**src/rtl/morse_pkg.sv**
```systemverilog
// Shared Morse definitions: letter codes, per-letter symbol table, FSM states and run lengths.
// The symbol table is the one the encoder also uses, so both ends agree on the alphabet.
package morse_pkg;

    localparam logic [2:0] LETTER_A = 3'd0;
    localparam logic [2:0] LETTER_B = 3'd1;
    localparam logic [2:0] LETTER_C = 3'd2;
    localparam logic [2:0] LETTER_D = 3'd3;
    localparam logic [2:0] LETTER_E = 3'd4;
    localparam logic [2:0] LETTER_F = 3'd5;
    localparam logic [2:0] LETTER_G = 3'd6;
    localparam logic [2:0] LETTER_H = 3'd7;

    localparam int DOT_UNITS  = 1;
    localparam int DASH_UNITS = 3;
    localparam int GAP_UNITS  = 3;
    localparam int MAX_SYMS   = 4;
    localparam int MARK_SAT   = 4;

    // Patterns are right-aligned, 1 = dash, first-sent symbol in the highest used bit.
    localparam logic [3:0] LETTER_SYM [8] = '{
        4'b0001, 4'b1000, 4'b1010, 4'b0100,
        4'b0000, 4'b0010, 4'b0110, 4'b0000
    };
    localparam logic [2:0] LETTER_LEN [8] = '{
        3'd2, 3'd4, 3'd4, 3'd3,
        3'd1, 3'd4, 3'd3, 3'd4
    };

    typedef enum logic [1:0] {
        ST_IDLE,
        ST_MARK,
        ST_SPACE,
        ST_ERRWAIT
    } morse_state_e;

    typedef struct packed {
        logic       hit;
        logic [2:0] letter;
    } morse_match_t;

    function automatic morse_match_t match_symbols(input logic [2:0] nsym,
                                                   input logic [3:0] sym);
        morse_match_t m;
        logic [3:0]   mask;
        m    = '0;
        mask = 4'((5'd1 << nsym) - 5'd1);
        for (int i = 0; i < 8; i++) begin
            if (!m.hit && nsym == LETTER_LEN[i] && (sym & mask) == LETTER_SYM[i]) begin
                m.hit    = 1'b1;
                m.letter = 3'(i);
            end
        end
        return m;
    endfunction

endpackage

```
**src/rtl/morse_decoder_if.sv**
```systemverilog
// Serial line and decoded-letter bundle between the Morse receiver and its user.
interface morse_decoder_if;

    logic       DotDashIn;
    logic [2:0] Letter;
    logic       Valid;
    logic       Error;

    modport master (
        output DotDashIn,
        input  Letter,
        input  Valid,
        input  Error
    );

    modport slave (
        input  DotDashIn,
        output Letter,
        output Valid,
        output Error
    );

endinterface

```
**src/rtl/morse_unit_tick.sv**
```systemverilog
// Morse unit timebase: one-cycle Tick every UNIT_DIV clocks, first Tick UNIT_DIV cycles after Reset.
module morse_unit_tick #(
    parameter int UNIT_DIV = 250
) (
    input  logic ClockIn,
    input  logic Reset,
    output logic Tick
);

    localparam logic [7:0] RELOAD = 8'(UNIT_DIV - 1);

    logic [7:0] count_q;
    logic [7:0] count_d;

    always_comb begin
        count_d = (count_q == 8'd0) ? RELOAD : count_q - 8'd1;
    end

    always_ff @(posedge ClockIn or posedge Reset) begin
        if (Reset) begin
            count_q <= RELOAD;
        end else begin
            count_q <= count_d;
        end
    end

    assign Tick = (count_q == 8'd0);

endmodule

```
**src/rtl/morse_decoder.sv**
```systemverilog
// Morse receiver: samples the line once per unit and decodes letters A-H to a 3-bit code.
// Define MORSE_DECODER_SYNC_EN to insert a 2-flop synchroniser on DotDashIn for asynchronous input.
module morse_decoder
    import morse_pkg::*;
#(
    parameter int UNIT_DIV = 250
) (
    input  logic            ClockIn,
    input  logic            Reset,
    morse_decoder_if.slave  bus
);

    logic          tick;
    logic          sample;
    morse_state_e  state_q, state_d;
    logic [3:0]    sym_q, sym_d;
    logic [2:0]    nsym_q, nsym_d;
    logic [2:0]    mark_q, mark_d;
    logic [1:0]    space_q, space_d;
    logic [2:0]    letter_q, letter_d;
    logic          valid_q, valid_d;
    logic          error_q, error_d;
    morse_match_t  match;

    morse_unit_tick #(.UNIT_DIV(UNIT_DIV)) u_tick (
        .ClockIn (ClockIn),
        .Reset   (Reset),
        .Tick    (tick)
    );

`ifdef MORSE_DECODER_SYNC_EN
    logic sync1_q;
    logic sync2_q;

    always_ff @(posedge ClockIn or posedge Reset) begin
        if (Reset) begin
            sync1_q <= 1'b0;
            sync2_q <= 1'b0;
        end else begin
            sync1_q <= bus.DotDashIn;
            sync2_q <= sync1_q;
        end
    end

    assign sample = sync2_q;
`else
    assign sample = bus.DotDashIn;
`endif

    assign match = match_symbols(nsym_q, sym_q);

    // space_q counts sampled space units; reaching GAP_UNITS closes the letter or ends error recovery.
    always_comb begin
        state_d  = state_q;
        sym_d    = sym_q;
        nsym_d   = nsym_q;
        mark_d   = mark_q;
        space_d  = space_q;
        letter_d = letter_q;
        valid_d  = 1'b0;
        error_d  = 1'b0;
        if (tick) begin
            case (state_q)
                ST_IDLE: begin
                    sym_d  = '0;
                    nsym_d = '0;
                    if (sample) begin
                        state_d = ST_MARK;
                        mark_d  = 3'd1;
                    end
                end
                ST_MARK: begin
                    if (sample) begin
                        if (mark_q != 3'(MARK_SAT)) begin
                            mark_d = mark_q + 3'd1;
                        end
                    end else if ((mark_q == 3'(DOT_UNITS) || mark_q == 3'(DASH_UNITS)) &&
                                 nsym_q != 3'(MAX_SYMS)) begin
                        sym_d   = {sym_q[2:0], mark_q == 3'(DASH_UNITS)};
                        nsym_d  = nsym_q + 3'd1;
                        state_d = ST_SPACE;
                        space_d = 2'd1;
                    end else begin
                        error_d = 1'b1;
                        state_d = ST_ERRWAIT;
                        space_d = 2'd1;
                    end
                end
                ST_SPACE: begin
                    if (!sample) begin
                        if (space_q == 2'(GAP_UNITS - 1)) begin
                            if (match.hit) begin
                                letter_d = match.letter;
                                valid_d  = 1'b1;
                            end else begin
                                error_d = 1'b1;
                            end
                            state_d = ST_IDLE;
                            sym_d   = '0;
                            nsym_d  = '0;
                        end else begin
                            space_d = space_q + 2'd1;
                        end
                    end else if (space_q == 2'd1) begin
                        state_d = ST_MARK;
                        mark_d  = 3'd1;
                    end else begin
                        error_d = 1'b1;
                        state_d = ST_ERRWAIT;
                        space_d = 2'd0;
                    end
                end
                ST_ERRWAIT: begin
                    if (!sample) begin
                        if (space_q == 2'(GAP_UNITS - 1)) begin
                            state_d = ST_IDLE;
                            sym_d   = '0;
                            nsym_d  = '0;
                        end else begin
                            space_d = space_q + 2'd1;
                        end
                    end else begin
                        space_d = 2'd0;
                    end
                end
                default: begin
                    state_d = ST_IDLE;
                end
            endcase
        end
    end

    always_ff @(posedge ClockIn or posedge Reset) begin
        if (Reset) begin
            state_q  <= ST_IDLE;
            sym_q    <= '0;
            nsym_q   <= '0;
            mark_q   <= '0;
            space_q  <= '0;
            letter_q <= LETTER_A;
            valid_q  <= 1'b0;
            error_q  <= 1'b0;
        end else begin
            state_q  <= state_d;
            sym_q    <= sym_d;
            nsym_q   <= nsym_d;
            mark_q   <= mark_d;
            space_q  <= space_d;
            letter_q <= letter_d;
            valid_q  <= valid_d;
            error_q  <= error_d;
        end
    end

    assign bus.Letter = letter_q;
    assign bus.Valid  = valid_q;
    assign bus.Error  = error_q;

endmodule

```
**src/flat_wrapper.sv**
```systemverilog
// flat-port wrapper written by rule: the top's interface ports become plain ports
module morse_decoder_flat import morse_pkg::*;
#(
    parameter int UNIT_DIV = 250
)
  (ClockIn, Reset, bus_DotDashIn, bus_Letter, bus_Valid, bus_Error);
  morse_decoder_if bus_i ();
  input  logic ClockIn;
  input  logic Reset;
  input wire logic [$bits(bus_i.DotDashIn)-1:0] bus_DotDashIn;
  output wire logic [$bits(bus_i.Letter)-1:0] bus_Letter;
  output wire logic [$bits(bus_i.Valid)-1:0] bus_Valid;
  output wire logic [$bits(bus_i.Error)-1:0] bus_Error;
  assign bus_i.DotDashIn = bus_DotDashIn;
  assign bus_Letter = bus_i.Letter;
  assign bus_Valid = bus_i.Valid;
  assign bus_Error = bus_i.Error;
  morse_decoder #(.UNIT_DIV(UNIT_DIV)) u_core (.ClockIn(ClockIn), .Reset(Reset), .bus(bus_i));
endmodule
```
**config.mk**
```make
export PLATFORM = sky130hd
export DESIGN_NAME = morse_decoder_flat
export DESIGN_NICKNAME = d
export VERILOG_FILES = /design/src/rtl/morse_pkg.sv /design/src/rtl/morse_decoder_if.sv /design/src/rtl/morse_unit_tick.sv /design/src/rtl/morse_decoder.sv /design/src/flat_wrapper.sv
export SDC_FILE = /design/constraint.sdc
export NUM_CORES = 1
export LEC_CHECK = 0
export ABC_AREA = 0
export BUFFER_PORTS_ARGS = -buffer_cell sky130_fd_sc_hd__buf_2
export CAP_MARGIN = 20
export CELL_PAD_IN_SITES_DETAIL_PLACEMENT = 0
export CELL_PAD_IN_SITES_GLOBAL_PLACEMENT = 2
export CORE_ASPECT_RATIO = 0.9
export CORE_MARGIN = 4
export CORE_UTILIZATION = 34
export DETAILED_ROUTE_END_ITERATION = 6
export HOLD_SLACK_MARGIN = 0.03
export PLACE_DENSITY = 0.77
export SLEW_MARGIN = 20
export SYNTH_ARGS = -nofsm -noshare
export SYNTH_HDL_FRONTEND = slang
export SYNTH_SLANG_ARGS = --single-unit
```
**constraint.sdc**
```tcl
create_clock -name ClockIn -period 2.2 [get_ports ClockIn]
set_clock_uncertainty 0.1 [all_clocks]
set_input_delay 0.44 -clock ClockIn [delete_from_list [all_inputs] [get_ports ClockIn]]
set_output_delay 0.44 -clock ClockIn [all_outputs]
set_load 0.005 [all_outputs]
```
After elaboration in Yosys (flattened, before gate mapping)
Index checks and enable logic that the tools add are counted.
{ "classes": {"n_addsub": 5, "eq_ne": 30, "n_shift": 1, "muxes": 52, "bitwise_logic": 2, "reduce_logical": 35} }
{ "op_table": {"columns": ["operator", "count"], "rows": [
  ["4-bit 2-to-1 mux", 12],
  ["3-bit 2-to-1 mux", 9],
  ["2-bit 2-to-1 mux", 11],
  ["3-bit case mux with 3 select lines", 2],
  ["1-bit logical AND", 16],
  ["1-bit 2-to-1 mux", 13],
  ["2-bit != test, second input constant", 6],
  ["4-bit case mux with 3 select lines", 1],
  ["5-bit AND reduction", 2],
  ["3-bit by 2-bit equality test with 1-bit output, second input constant", 3],
  ["3-bit != test, second input constant", 3],
  ["4-bit by 3-bit equality test with 1-bit output, second input constant", 2],
  ["4-bit equality test, second input constant", 2],
  ["8-bit logical NOT", 1],
  ["8-bit 2-to-1 mux", 1],
  ["2-bit by 1-bit != test with 1-bit output, second input constant", 4],
  ["2-bit case mux with 4 select lines", 1],
  ["4-bit AND reduction", 2],
  ["8-bit by 1-bit subtractor with 8-bit output, second input constant", 1],
  ["1-bit logical NOT", 7],
  ["7-bit AND reduction", 1],
  ["3-bit by 1-bit adder with 3-bit output, second input constant", 2],
  ["2-bit equality test, second input constant", 3],
  ["3-bit by 1-bit equality test with 1-bit output, second input constant", 2],
  ["16 further kinds", 18]
]} }
{ "word_totals": {"register_bits": 27} }

Longest topological paths before layout
{ "depth": {"ltp_word": 39, "depth_mapped": 10} }

Modules after synthesis
A second synthesis with hierarchy kept.
{ "unflattened": {"hier_cells": 203, "hier_area_um2": 1948.1} }
{ "by_module_without_submodules": {"columns": ["module", "n_inst", "cells_each", "area_per_inst_um2", "seq_area_each_um2"], "rows": [
  ["morse_decoder", 1, 160, 1508.9, 475.5],
  ["morse_unit_tick", 1, 43, 439.2, 207.7]
]} }

Worst setup path before layout
Ideal clock, no wire load.
{ "synth_path": {"kind": "reg2reg", "from": "register u_core.nsym_q[1]", "to": "register u_core.error_q, in the netlist u_core.bus.Error", "setup_ns": 0.120, "t_arrival_ns": 2.211, "required_ns": 1.980, "setup_slack_ns": -0.232, "stages_incl_launch_ff": 10, "path_buffers": 1, "period_less_slack_ns": 2.432, "path_cell_list": "dfrtp_1 > inv_1 > ha_1 > or3_1 > nor3b_1 > or2_1 > clkbuf_2 > o311ai_2 > a2111oi_0 > o211a_1"} }
{ "synth_via": {"elab_chain_len": 39, "word_cells_on_any_way": 53, "classes_between": "add/sub (1); eq/ne (11); shift (1); mux (15); bitwise (1); reduce/logical (24)"} }
{ "synth_rtl": {"columns": ["element", "line_no", "text"], "rows": [
  ["from (decl)", "morse_decoder.sv:17", "logic [2:0] nsym_q, nsym_d;"],
  ["from (signal assigned)", "morse_decoder.sv:146", "nsym_q <= nsym_d;"],
  ["1-bit by 3-bit left shift with 4-bit output", "morse_pkg.sv:47", "mask = 4'((5'd1 << nsym) - 5'd1);"],
  ["4-bit by 1-bit subtractor with 4-bit output", "morse_pkg.sv:47", null],
  ["4-bit AND", "morse_pkg.sv:49", "if (!m.hit && nsym == LETTER_LEN[i] && (sym & mask) == LETTER_SYM[i]) begin"],
  ["4-bit by 1-bit equality test with 1-bit output", "morse_pkg.sv:49", null],
  ["1-bit logical AND", "morse_pkg.sv:49", null],
  ["4-bit 2-to-1 mux", "morse_pkg.sv:49", null],
  ["1-bit logical NOT", "morse_pkg.sv:49", null],
  ["1-bit logical AND (2 in series)", "morse_pkg.sv:49", null],
  ["(+22 left out)", null, null],
  ["1-bit logical AND (2 in series)", "morse_pkg.sv:49", null],
  ["4-bit 2-to-1 mux", "morse_pkg.sv:49", null],
  ["1-bit 2-to-1 mux", "morse_decoder.sv:92", "if (match.hit) begin"],
  ["1-bit 2-to-1 mux", "morse_decoder.sv:91", "if (space_q == 2'(GAP_UNITS - 1)) begin"],
  ["1-bit 2-to-1 mux", "morse_decoder.sv:90", "if (!sample) begin"],
  ["1-bit case mux with 2 select lines (*)", "morse_decoder.sv:63", "case (state_q)"],
  ["1-bit 2-to-1 mux (*)", "morse_decoder.sv:62", "if (tick) begin"],
  ["net u_core.error_d", "morse_decoder.sv:22", "logic error_q, error_d;"],
  ["to (signal assigned)", "morse_decoder.sv:151", "error_q <= error_d;"],
  ["to (decl)", "morse_decoder.sv:22", null]
]} }
Mark *: on every way through the listed nets, which the timed path passes. The rest lies on a longest branch.
A chain may end at the register's enable or synchronous reset.

Final worst setup path
{ "layout_path": {"from": "register u_core.nsym_q[0]", "to": "register u_core.letter_q[0], in the netlist u_core.bus.Letter[0]"} }
{ "layout_via": {"elab_chain_len": 35, "word_cells_on_any_way": 45, "classes_between": "add/sub (1); eq/ne (10); shift (1); mux (8); bitwise (1); reduce/logical (24)"} }
{ "layout_rtl": {"columns": ["element", "line_no", "text"], "rows": [
  ["1-bit by 3-bit left shift with 4-bit output", "morse_pkg.sv:47", null],
  ["4-bit by 1-bit subtractor with 4-bit output", "morse_pkg.sv:47", null],
  ["4-bit AND", "morse_pkg.sv:49", null],
  ["4-bit by 1-bit equality test with 1-bit output", "morse_pkg.sv:49", null],
  ["1-bit logical AND", "morse_pkg.sv:49", null],
  ["4-bit 2-to-1 mux", "morse_pkg.sv:49", null],
  ["1-bit logical NOT", "morse_pkg.sv:49", null],
  ["1-bit logical AND (2 in series)", "morse_pkg.sv:49", null],
  ["(+16 left out)", null, null],
  ["4-bit 2-to-1 mux", "morse_pkg.sv:49", null],
  ["1-bit logical NOT", "morse_pkg.sv:49", null],
  ["1-bit logical AND (2 in series)", "morse_pkg.sv:49", null],
  ["4-bit 2-to-1 mux", "morse_pkg.sv:49", null],
  ["1-bit logical NOT", "morse_pkg.sv:49", null],
  ["1-bit logical AND (2 in series)", "morse_pkg.sv:49", null],
  ["4-bit 2-to-1 mux (*)", "morse_pkg.sv:49", null],
  ["5-bit AND reduction (no source line)", null, null],
  ["to (signal assigned)", "morse_decoder.sv:149", "letter_q <= letter_d;"],
  ["to (decl)", "morse_decoder.sv:20", "logic [2:0] letter_q, letter_d;"]
]} }
Mark *: on every way between the ends. The rest lies on a longest branch, timed or not.

==> summary.md <==
| Metric | Value |
|---|---|
| Status | `finished, violations left` |
| Failing checks | `setup timing` |
| PwrDens | `386 nW/µm²` |
| Clk sink count | `27` |
| Fin util | `0.458` |
| ANT nets after route | `0` |
| 1st-pass router iterations | `4` |
| Unique masters post-synth | `47` |
| Total GRT Usage | `0.124` |
| Crit. End Element | `register` |
| Starting Density | `0.361` |
| Buffers on Ports | `7` |
| Endpoints failing setup | `4` |
| Post-Route Setup TNS | `-0.337 ns` |
| Vias per inst | `about 5.0` |
| Maximum vdd drop | `0.000261 V` |
| Final setup margin | `-0.0986 ns` |
| GPL Wtd Cong | `around 0.89` |
| TritonCTS clock tree | `built` |
| Chip height | `~77 µm` |
| Die area | `~6500 µm²` |
| Worst Path Arrival | `2.35 ns` |
| TritonCTS Buffers | `3` |
| Global Route met3 Usage | `0.0332` |
| CP Launch Type | `register` |
| Most used DFF post-synth | `dfrtp_1` |
| Site row count | `24` |
| Hpwl dp | `3030 µm` |
| RSZ-0062 raised after global routing | `true` |
| ANT cells | `0` |
| Synth Net Count | `about 230` |
| Largest net degree at the start of global routing | `28` |
| Critical path's slowest cell | `dfrtp_2` |
| Met2 usage | `0.222` |
| Grt ovf | `0` |
| Asr flop ratio synth | `1.00` |
| Core area | `~5000 µm²` |
| Mapped cell area | `about 1800 µm²` |
| Top post-synthesis cells by area | `dfrtp_1 (29%), ha_1 (13%), dfstp_2 (8.8%)` |
| Worst setup path class | `register to register` |
| Vias | `about 1500` |
| Max-slew headroom | `0.744` |
| Busiest grt layer | `met2` |
| Top cell type's share of synthesized area | `0.294` |
| Share of the yosys chip area belonging to registers | `0.382` |
| Yosys reg bits | `27` |
| # hold bufs at CTS | `0` |
| Critical path's top delay family | `simple AND/OR/NAND/NOR gates` |
| Setup slack after placement | `-0.149 ns` |
| Fraction of layout cells with a size suffix above 1 | `0.283` |
| Max Slew Vio Count | `0` |
| Worst-path cell chain | `inv_4 > ha_4 > or3_4 > nor3b_4 > or2_4 > o311ai_4 > o221a_2 > a21oi_1` |
| Worst-path clk slew | `~0.08 ns` |
| Hold Fails Final Rpt | `0` |
| Number of flops mapped to enable cells by yosys | `0` |
| Clk_lat worst skew | `between 0.2 and 0.3 ns` |
| H-tree lvl count | `1` |
| Max-cap viol count | `0` |
| Final #Nets | `259` |
| Die width | `84.4 µm` |
| HP Class | `input pin to async pin` |
| Syn Inst Count | `between 200 and 250` |
| Worst-path fanout max | `4` |
| # IOs | `8` |
| DRT iter0 DRCs | `roughly 110` |
| Clock root buffer | `clkbuf_8` |
| Routed WL | `between 3000 and 4000 µm` |
| Initial antenna violation count | `0` |
| Worst endpoint required time | `roughly 2.3 ns` |
| Met1 GRT Util | `0.152` |
| Slew @ Worst Pin | `between 0.3 and 0.4 ns` |
| # fillers | `roughly 470` |
| Vias in the first global route | `~1600` |
| CP max stage delay | `between 0.4 and 0.5 ns` |
| Fin crit share | `1.04` |
| WP buf/inv | `1` |
| Max Freq | `between 400 and 500 MHz` |
| YS warnings | `0` |
| First-pass GRT wire length | `between 6000 and 7000 µm` |
| Routed len/inst | `approximately 13 µm` |
| CTS Buffer Depth | `2` |
| # DRC | `0` |
| Static leakage | `0.998 nW` |
| Avg Inst Size Synth | `about 8.6 µm²` |
| Total power | `a little under 900 µW` |
| Area grow syn2layout | `26.9%` |
| Post-synth top area cell | `dfrtp_1` |
| Final non-filler cell total | `slightly above 300` |
| Final worst path period need | `about 2.3 ns` |
| Dpl cells | `292` |
==> metrics by stage <==
step / cell area (µm²) / hold slack, ns
detailed placement: 2080 / 0.362
finish: 2270 / 0.124
global placement: 2080 / 0.337
floorplan: 1850 / 0.328
global route: 2270 / 0.147
CTS: 2160 / 0.126
==> cells in the final DEF (no fill, tap or decap), types with 2 or more instances in the layout <==
cell      netlist  layout
inv_1          22      20
dfstp_2         6       6
nand4_1         2       2
o21ai_1         2       4
ha_1           18      13
o21ai_0        20      17
ha_4            0       4
dfrtp_2         0       2
nand2_1        33      32
xor2_1          3       2
nand3b_1        2       2
nand3_1         2       2
a21oi_1         8       7
a22oi_1         2       2
clkbuf_8        0       3
nor3_1          7       7
buf_2           2       7
nor2_1          9       9
inv_4           0       2
buf_4           0      26
nand2b_1        6       6
or3_1           4       3
dfrtp_1        21      19
and2_1          2       2
xnor2_1         3       3
==> area by class of cell <==
class | instances | area [µm²] | area share
clock buffer | 4 | 45.0 | 0.0199
tap | 65 | 81.3 | 0.0359
multi-input combinational | 150 | 1120 | 0.493
inverter | 22 | 87.6 | 0.0386
sequential | 27 | 686 | 0.302
timing repair buffer | 34 | 250 | 0.110
==> cells by family (layout without fill, tap and decap cells) <==
family / after synthesis / in the layout / synth area share
muxes: 2 / 2 / 0.0119
DFF: 27 / 27 / 0.382
buffers and inverters: 30 / 60 / 0.0651
xor gates and xnor gates: 6 / 6 / 0.0294
and+or+nand+nor: 73 / 73 / 0.200
adders and majority gates: 18 / 18 / 0.126
AOI/OAI and AO/OA: 51 / 51 / 0.185
==> flip-flops by register name, summed over array words and instances (netlist names) <==
register               cells
u_core.bus.Valid           1
u_core.space_q             2
u_core.state_q             2
u_core.mark_q              3
u_core.bus.Error           1
u_core.u_tick.count_q      8
u_core.sym_q               4
u_core.bus.Letter          3
u_core.nsym_q              3
==> power by group <==
part | leakage [nW] | switching, mW | internal [mW]
registers | 0.319 | 0.00750 | 0.506
clock network | 0.0228 | 0.139 | 0.129
logic | 0.656 | 0.0592 | 0.0341
==> path summary, 6_finish.rpt <==
check | start | endpoint | slack (ns) | cells past startpoint
setup / recovery | u_core.nsym_q[0] | u_core.bus.Letter[0] | -0.1 | 8
hold / removal | Reset | u_core.space_q[1] | 0.12 | 3
setup reg to reg | u_core.nsym_q[0] | u_core.bus.Letter[0] | -0.1 | 8
hold reg to reg | u_core.u_tick.count_q[0] | u_core.u_tick.count_q[0] | 0.38 | 1
max in group asynchronous | Reset | u_core.u_tick.count_q[4] | 1.57 | 3
min in group ClockIn | u_core.u_tick.count_q[0] | u_core.u_tick.count_q[0] | 0.38 | 1
==> worst reg2reg max path, cell delays in order, from the launching register on <==
cell and delay, ns:
dfrtp_2 0.43, inv_4 0.07, ha_4 0.16, or3_4 0.39
nor3b_4 0.16, or2_4 0.29, o311ai_4 0.32, o221a_2 0.24
a21oi_1 0.04
==> Yosys cell counts (2+ instances only) <==
library cell	count
o21ai_0	20
a21oi_1	8
o21ai_1	2
nand4_1	2
nand2b_1	6
buf_2	2
xor2_1	3
or3_1	4
nand2_1	33
a22oi_1	2
nor3_1	7
o31ai_1	2
xnor2_1	3
nand3_1	2
ha_1	18
a211oi_1	2
nand3b_1	2
dfstp_2	6
clkbuf_1	5
and2_1	2
dfrtp_1	21
inv_1	22
nor2_1	9
==> timing repair <==
item                                    in CTS  in global routing
endpoints found under the hold margin        0                  0
pin swaps                                    0                  4
gates cloned                                 0                  0
resized for setup                            5                 15
setup buffers                                2                  4
endpoints found under the setup margin       5                  9
==> routing by layer <==
metal / wire [µm] / vias up
li1: - / 768
met1: 1820 / 727
met2: 2000 / 23
met3: 123 / 2
met4: 15 / 0
met5: 0 / -
(Power assumes the default switching activity.)
